--- src/rtl/sisc_pkg.sv ---
// Shared definitions for the SISC fetch path: datapath widths, IR field
// positions and the fetch FSM state encoding.
package sisc_pkg;

    localparam int unsigned ADDR_W  = 16;
    localparam int unsigned INSTR_W = 32;

    // IR field positions
    localparam int unsigned OPC_MSB = 31;
    localparam int unsigned OPC_LSB = 28;
    localparam int unsigned MM_MSB  = 27;
    localparam int unsigned MM_LSB  = 24;
    localparam int unsigned IMM_MSB = 15;
    localparam int unsigned IMM_LSB = 0;

    localparam int unsigned OPC_W = OPC_MSB - OPC_LSB + 1;
    localparam int unsigned MM_W  = MM_MSB - MM_LSB + 1;
    localparam int unsigned IMM_W = IMM_MSB - IMM_LSB + 1;

    typedef enum logic {
        FETCH_IDLE = 1'b0,
        FETCH_WAIT = 1'b1
    } fetch_state_e;

endpackage

--- src/rtl/br_addr_gen.sv ---
// Next-PC generator: sequential increment, absolute branch or PC-relative
// branch with a signed immediate. All arithmetic wraps at 2^ADDR_W.
// Ports:
//   pc_i      current PC
//   imm_i     immediate field of the IR
//   pc_sel_i  0: PC+1, 1: branch target
//   br_sel_i  0: absolute target, 1: relative target
//   next_pc_o selected next PC
module br_addr_gen
    import sisc_pkg::*;
#(
    parameter int unsigned ADDR_W = sisc_pkg::ADDR_W
) (
    input  logic [ADDR_W-1:0] pc_i,
    input  logic [IMM_W-1:0]  imm_i,
    input  logic              pc_sel_i,
    input  logic              br_sel_i,
    output logic [ADDR_W-1:0] next_pc_o
);

    logic [ADDR_W-1:0] pc_inc;
    logic [ADDR_W-1:0] imm_abs;
    logic [ADDR_W-1:0] imm_sx;

    // Immediate is zero-extended as an absolute target, sign-extended as an offset
    always_comb begin
        pc_inc  = pc_i + ADDR_W'(1);
        imm_abs = ADDR_W'(imm_i);
        imm_sx  = ADDR_W'($signed(imm_i));
        if (!pc_sel_i) begin
            next_pc_o = pc_inc;
        end else if (!br_sel_i) begin
            next_pc_o = imm_abs;
        end else begin
            next_pc_o = pc_inc + imm_sx;
        end
    end

endmodule

--- src/rtl/fetch_unit.sv ---
// Instruction fetch unit: owns the PC, the IR and a two-state fetch FSM
// that issues one instruction-memory read per ir_load request.
// Ports:
//   clk, rst_f                  clock, synchronous active-low reset
//   pc_rst, pc_write            PC clear / PC load from next-PC
//   pc_sel, br_sel              next-PC source selection
//   ir_load                     start a fetch at the current PC
//   imem_req, imem_addr         memory read request and address
//   imem_rdata, imem_ack        memory read data and one-cycle completion
//   fetch_busy                  fetch outstanding
//   pc_out, ir                  PC and IR registers
//   opcode, mm, imm             decoded IR fields
module fetch_unit
    import sisc_pkg::*;
#(
    parameter int unsigned ADDR_W  = sisc_pkg::ADDR_W,
    parameter int unsigned INSTR_W = sisc_pkg::INSTR_W
) (
    input  logic               clk,
    input  logic               rst_f,
    input  logic               pc_rst,
    input  logic               pc_write,
    input  logic               pc_sel,
    input  logic               br_sel,
    input  logic               ir_load,
    output logic               imem_req,
    output logic [ADDR_W-1:0]  imem_addr,
    input  logic [INSTR_W-1:0] imem_rdata,
    input  logic               imem_ack,
    output logic               fetch_busy,
    output logic [ADDR_W-1:0]  pc_out,
    output logic [INSTR_W-1:0] ir,
    output logic [OPC_W-1:0]   opcode,
    output logic [MM_W-1:0]    mm,
    output logic [IMM_W-1:0]   imm
);

    fetch_state_e       state_q, state_d;
    logic [ADDR_W-1:0]  pc_q, pc_d;
    logic [ADDR_W-1:0]  fetch_addr_q, fetch_addr_d;
    logic [INSTR_W-1:0] ir_q, ir_d;
    logic [ADDR_W-1:0]  next_pc;

    br_addr_gen #(
        .ADDR_W (ADDR_W)
    ) u_br_addr_gen (
        .pc_i      (pc_q),
        .imm_i     (ir_q[IMM_MSB:IMM_LSB]),
        .pc_sel_i  (pc_sel),
        .br_sel_i  (br_sel),
        .next_pc_o (next_pc)
    );

    // FSM state register
    always_ff @(posedge clk) begin
        if (!rst_f) begin
            state_q <= FETCH_IDLE;
        end else begin
            state_q <= state_d;
        end
    end

    // FSM next state; pc_rst aborts an outstanding fetch even if ack arrives
    always_comb begin
        state_d = state_q;
        case (state_q)
            FETCH_IDLE: if (ir_load)              state_d = FETCH_WAIT;
            FETCH_WAIT: if (pc_rst || imem_ack)   state_d = FETCH_IDLE;
            default:                              state_d = FETCH_IDLE;
        endcase
    end

    // FSM outputs
    always_comb begin
        imem_req   = 1'b0;
        fetch_busy = 1'b0;
        if (state_q == FETCH_WAIT) begin
            imem_req   = 1'b1;
            fetch_busy = 1'b1;
        end
    end

    // Datapath next values; fetch_addr captures the pre-update PC
    always_comb begin
        pc_d         = pc_q;
        fetch_addr_d = fetch_addr_q;
        ir_d         = ir_q;
        if (pc_rst) begin
            pc_d = '0;
        end else if (pc_write) begin
            pc_d = next_pc;
        end
        if (state_q == FETCH_IDLE && ir_load) begin
            fetch_addr_d = pc_q;
        end
        if (state_q == FETCH_WAIT && imem_ack && !pc_rst) begin
            ir_d = imem_rdata;
        end
    end

    // Datapath registers
    always_ff @(posedge clk) begin
        if (!rst_f) begin
            pc_q         <= '0;
            fetch_addr_q <= '0;
            ir_q         <= '0;
        end else begin
            pc_q         <= pc_d;
            fetch_addr_q <= fetch_addr_d;
            ir_q         <= ir_d;
        end
    end

    assign imem_addr = fetch_addr_q;
    assign pc_out    = pc_q;
    assign ir        = ir_q;
    assign opcode    = ir_q[OPC_MSB:OPC_LSB];
    assign mm        = ir_q[MM_MSB:MM_LSB];
    assign imm       = ir_q[IMM_MSB:IMM_LSB];

endmodule

--- config.mk ---
export PLATFORM = sky130hd
export DESIGN_NAME = fetch_unit
export DESIGN_NICKNAME = d
export VERILOG_FILES = /design/src/rtl/sisc_pkg.sv /design/src/rtl/br_addr_gen.sv /design/src/rtl/fetch_unit.sv
export SDC_FILE = /design/constraint.sdc
export NUM_CORES = 1
export LEC_CHECK = 0
export ABC_AREA = 0
export BUFFER_PORTS_ARGS = -buffer_cell sky130_fd_sc_hd__buf_2
export CORE_UTILIZATION = 45
export DETAILED_ROUTE_END_ITERATION = 7
export PLACE_DENSITY_LB_ADDON = 0.25
export SLEW_MARGIN = 20
export SYNTH_ARGS = -nofsm -noshare
export SYNTH_HDL_FRONTEND = slang
export SYNTH_SLANG_ARGS = --single-unit
export TNS_END_PERCENT = 1
--- constraint.sdc ---
create_clock -name clk -period 2.5 [get_ports clk]
set_input_delay 0.75 -clock clk [delete_from_list [all_inputs] [get_ports clk]]
set_output_delay 0.75 -clock clk [all_outputs]
set_load 0.01 [all_outputs]
Word level (Yosys, flattened, before mapping)
Cells that the tools add are included.
{"block": "word_totals", "mem_count": 0, "rom_bits": 0, "latch_bits": 0, "ramBits": 0, "in_bits": 40, "reg_bits": 65}
{"block": "op_classes", "bitwise_logic": 2, "mux": 6, "n_lt_le_gt_ge": 0, "n_mul": 0, "reduce_logical": 6, "eq_ne": 0, "n_shift": 0, "div_mod_pow": 0, "n_addsub": 2}
{"operator": "16-bit two-way mux", "count": 2}
{"operator": "16-bit by 1-bit adder with 16-bit output (second input constant)", "count": 1}
{"operator": "16-bit adder", "count": 1}
{"operator": "1-bit logical AND", "count": 3}
{"operator": "1-bit two-way mux", "count": 3}
{"operator": "1-bit NOT", "count": 2}
{"operator": "1-bit one-hot mux with 2 select lines", "count": 1}
{"operator": "2-bit OR reduction", "count": 1}
{"operator": "1-bit logical NOT", "count": 1}
{"operator": "1-bit logical OR", "count": 1}

Longest topological paths before layout
{"block": "depth", "ltp_word": 4, "mapped_depth": 13, "ltp_nobuf": 13}

Hierarchy
A second synthesis with hierarchy kept.
{"block": "hier_totals", "hier_cells": 481, "hier_area_um2": 3931.3}
{"module": "fetch_unit", "seq_area_each_um2": 1301.2, "area_each_um2": 2630.0, "instances": 1, "cells_each": 295}
{"module": "br_addr_gen", "seq_area_each_um2": 0.0, "area_each_um2": 1301.2, "instances": 1, "cells_each": 186}

Worst setup path after synthesis
No wires, ideal clock.
{"block": "synth_timing", "path_type": "flip-flop to flip-flop", "startpoint": "reg pc_q[0] (netlist: pc_out[0])", "endpoint": "reg pc_q[13] (netlist: pc_out[13])", "setup_ns": 0.135, "required_time_ns": 2.365, "stages_incl_launch_ff": 13, "path_buffers": 0, "arrival_time_ns": 2.564, "synth_period_minus_slack_ns": 2.699, "setup_slack_ns": -0.199, "cell_sequence": "dfxtp_1 ha_1 nand3_1 nor2_2 nand4_1 xnor2_1 ha_1 a21oi_1 and2_1 nand3b_1 a31oi_1 xor2_1 a211oi_2"}
{"block": "synth_between", "elab_chain_cells": 4}
{"element": "from (decl)", "line": "fetch_unit.sv:39", "text": "logic [ADDR_W-1:0] pc_q, pc_d;"}
{"element": "from (signal assigned)", "line": "fetch_unit.sv:108", "text": "pc_q <= pc_d;"}
{"element": "16-bit by 1-bit adder with 16-bit output *", "line": "br_addr_gen.sv:27", "text": "pc_inc = pc_i + ADDR_W'(1);"}
{"element": "16-bit adder", "line": "br_addr_gen.sv:35", "text": "next_pc_o = pc_inc + imm_sx;"}
{"element": "16-bit two-way mux", "line": "br_addr_gen.sv:32", "text": "end else if (!br_sel_i) begin"}
{"element": "16-bit two-way mux *", "line": "br_addr_gen.sv:30", "text": "if (!pc_sel_i) begin"}
Every way passes the cells marked *; elsewhere a longest branch is shown, timed or not.
A chain may end at the register's enable or synchronous reset.

Worst setup path in the final report
Ends and elaborated chain as after synthesis.

==> flow_metrics.tcl <==
set metrics [dict create \
    status "finished with violations" \
    violations "negative setup slack" \
    cts_root_buf "clkbuf_8" \
    yosysTopAreaCell "dfxtp_1" \
    clk_latency_ns 0.35 \
    dieHeight_um 96.5 \
    drv_cap 0 \
    rsz0062_at_grt "true" \
    cts.path.max_buffers 2 \
    fin_nets 710 \
    ioPinCount 130 \
    cp_top_family "compound AO/OA/AOI/OAI gates" \
    firstDrtPassIters 5 \
    slew_headroom_pct 59.3 \
    synth-edff-count 0 \
    critPathKind "flop to flop" \
    wl_um 11500 \
    avgSynthCellArea_um2 7.92 \
    p_leak_nw 2.55 \
    yosysWarnings 0 \
    dp_hpwl_um 8480 \
    synth_area_leaders "dfxtp_1 (32%), nand2_1 (11%), a21boi_0 (9.2%), ha_1 (6.2%), buf_4 (4.7%)" \
    hold_class "flop to flop" \
    period_minus_slack_ns 2.55 \
    synth.distinct_cells 59 \
    die_w_um 96.5 \
    hold_viol 0 \
    fin_area_um2 5400 \
    pre_cts_ws_ns -0.154 \
    grt_pass1_wl_um 17500 \
    dpl_cell_area_um2 4890 \
    max_freq_mhz 391 \
    io_buffers 129 \
    n_antenna_cell 0 \
    cp_data_arrival_time_ns 2.77 \
    grtUsageTotal_pct 24.4 \
    clock-sinks 65 \
    crit_buf_inv 0 \
    start_util_pct 46.3 \
    multi_input_area_um2 2630 \
    crit_chain "ha_4 -> and3_4 -> nand3_2 -> xnor2_2 -> ha_1 -> a21oi_2 -> nand2_2 -> o2111ai_4 -> nand3b_1 -> a31oi_1 -> xor2_1 -> a211oi_2" \
    fin_ws_ns -0.0549 \
    drcViolationCount 0 \
    cts_tree "done" \
    dieArea_um2 9310 \
    overflow 0 \
    gp_congestion 0.857 \
    routedWlPerCell_um 15.1 \
    cts_buffers 9 \
    core.rowCount 34 \
    fp.coreArea_um2 8680 \
    powerDensity_nw_per_um2 425 \
    finalSetupViolations 4 \
    fin_cells 762 \
    cp_max_fo 5 \
    worstSetupEndpointType "flop" \
    antenna_found_initial 0 \
    slowest_stage "dfxtp_4" \
    ys_async_sr_fraction_pct 0 \
    worstSetupStartpointType "flop" \
    synth_ff_type "dfxtp_1" \
    drive_gt1_share_pct 39.8 \
    htreeDepth 3 \
    seqCellArea_um2 1320 \
    placedCellCount 736 \
    maxSlewViolCount 0 \
    seq_area_frac_synth_pct 32.4 \
    fin_skew_ns 0.00713 \
    fin_tns_setup_ns -0.134 \
    drtAntennaViolNets 0 \
    cp.required_ns 2.71 \
    area_delta_synth_final_pct 34.3 \
    grt_pass1_vias 3581 \
    tightest_slew_ns 0.611 \
    slowest_delay_ns 0.39 \
    syn_nets 568 \
    viasPerCell 5.34 \
    num-fill-cells 802 \
    grt_max_degree 32 \
    synthCells 507 \
    clk_pin_slew_ns 0.08 \
    drt_iter0_drc 185 \
    synth_top_area_share_pct 32.4 \
    vdd_drop_max_mv 0.300 \
    dr_total_vias 4069 \
    timing.final.crit_share_pct 102 \
    yosys_register_bits 65 \
    syn_area_um2 4020 \
]
[per-stage QoR]
stage | total power, mW | utilization (%) | hold slack, ns
6_report | 2.29 | 62.2 | 0.465
4_1_cts | 2.31 | 60.4 | 0.470
5_1_grt | 2.39 | 62.2 | 0.487
3_5_place_dp | 1.37 | 56.4 | 0.458
2_1_floorplan | 1.27 | - | 0.488
3_3_place_gp | 1.37 | 56.4 | 0.446
[flip-flops by register name, summed over array words and instances, names as in the netlist]
signal	count
imem_addr	16
pc_out	16
ir	32
state_q	1
[cells in the final DEF (no fill, tap or decap), types with 4 or more instances in the layout]
cell / synthesis / final
a21boi_0: 49 / 49
a21oi_1: 24 / 19
a21oi_2: 1 / 6
a22oi_1: 5 / 5
a31oi_1: 6 / 6
buf_2: 3 / 129
buf_4: 25 / 58
clkbuf_8: 0 / 9
clkinv_4: 0 / 4
dfxtp_1: 65 / 59
dfxtp_4: 0 / 4
ha_1: 20 / 12
ha_4: 0 / 5
inv_1: 7 / 7
mux2i_1: 7 / 7
nand2_1: 121 / 120
nand3_1: 13 / 9
nor2_1: 22 / 22
o21ai_0: 19 / 18
o31ai_1: 5 / 5
xnor2_1: 15 / 7
xnor2_2: 1 / 8
xor2_1: 11 / 10
[cells by family (layout without fill, tap and decap cells)]
group,count (synthesis),in the layout,synth area share (%)
XOR/XNOR,27,27,6.07
multiplexers,10,10,2.59
AND/OR/NAND/NOR,188,188,21.1
flip-flops,65,65,32.4
AO/OA/AOI/OAI,133,133,22.6
adder cells (fa/ha/maj),21,21,6.73
buffers and inverters,63,210,8.54
[layout make-up]
type | instances | share of cell area, %
Multi-Input combinational cell | 379 | 48.8
Sequential cell | 65 | 24.4
Timing Repair Buffer | 187 | 20.0
Tap cell | 108 | 2.50
Clock buffer | 9 | 2.30
Clock inverter | 7 | 1.46
Inverter | 7 | 0.487
[synthesized netlist by cell type (6+ instances only)]
master    count
nand2_1     121
dfxtp_1      65
a21boi_0     49
clkbuf_1     26
buf_4        25
a21oi_1      24
nor2_1       22
ha_1         20
o21ai_0      19
xnor2_1      15
nand3_1      13
xor2_1       11
inv_1         7
mux2i_1       7
a31oi_1       6
[tightest hold or removal path, cell delays in order, from the launching register on]
cell	delay, ns
dfxtp_1	0.31
nand2_1	0.04
a21boi_0	0.06
[routing by layer]
layer	vias to the layer above	track usage, %	share of wire [%]
met2	135	42.4	50
li1	2004	-	-
met5	-	0	0
met4	0	10.5	2.6
met1	1904	29.2	43
met3	26	4.69	4.6
[worst paths after layout]
| path | start | endpoint | slack, ns | depth (start not counted) |
|---|---|---|---|---|
| setup reg to reg | pc_out[0] | pc_out[13] | -0.05 | 12 |
| hold / removal | ir[16] | ir[16] | 0.46 | 2 |
| hold reg to reg | ir[16] | ir[16] | 0.46 | 2 |
| setup / recovery | pc_out[0] | pc_out[13] | -0.05 | 12 |
[timing repair]
action,CTS,global route
setup buffers,4,6
pin swaps,17,24
hold buffers,0,0
resized for setup,18,21
setup endpoints to repair,8,10
[where the power goes]
part | switching (mW) | internal, mW | total, mW
Combinational | 0.160 | 0.128 | 0.288
Sequential | 0.0233 | 1.05 | 1.07
Clock | 0.461 | 0.469 | 0.930
Total | 0.644 | 1.65 | 2.29
Power figures use the tool's default switching activity.
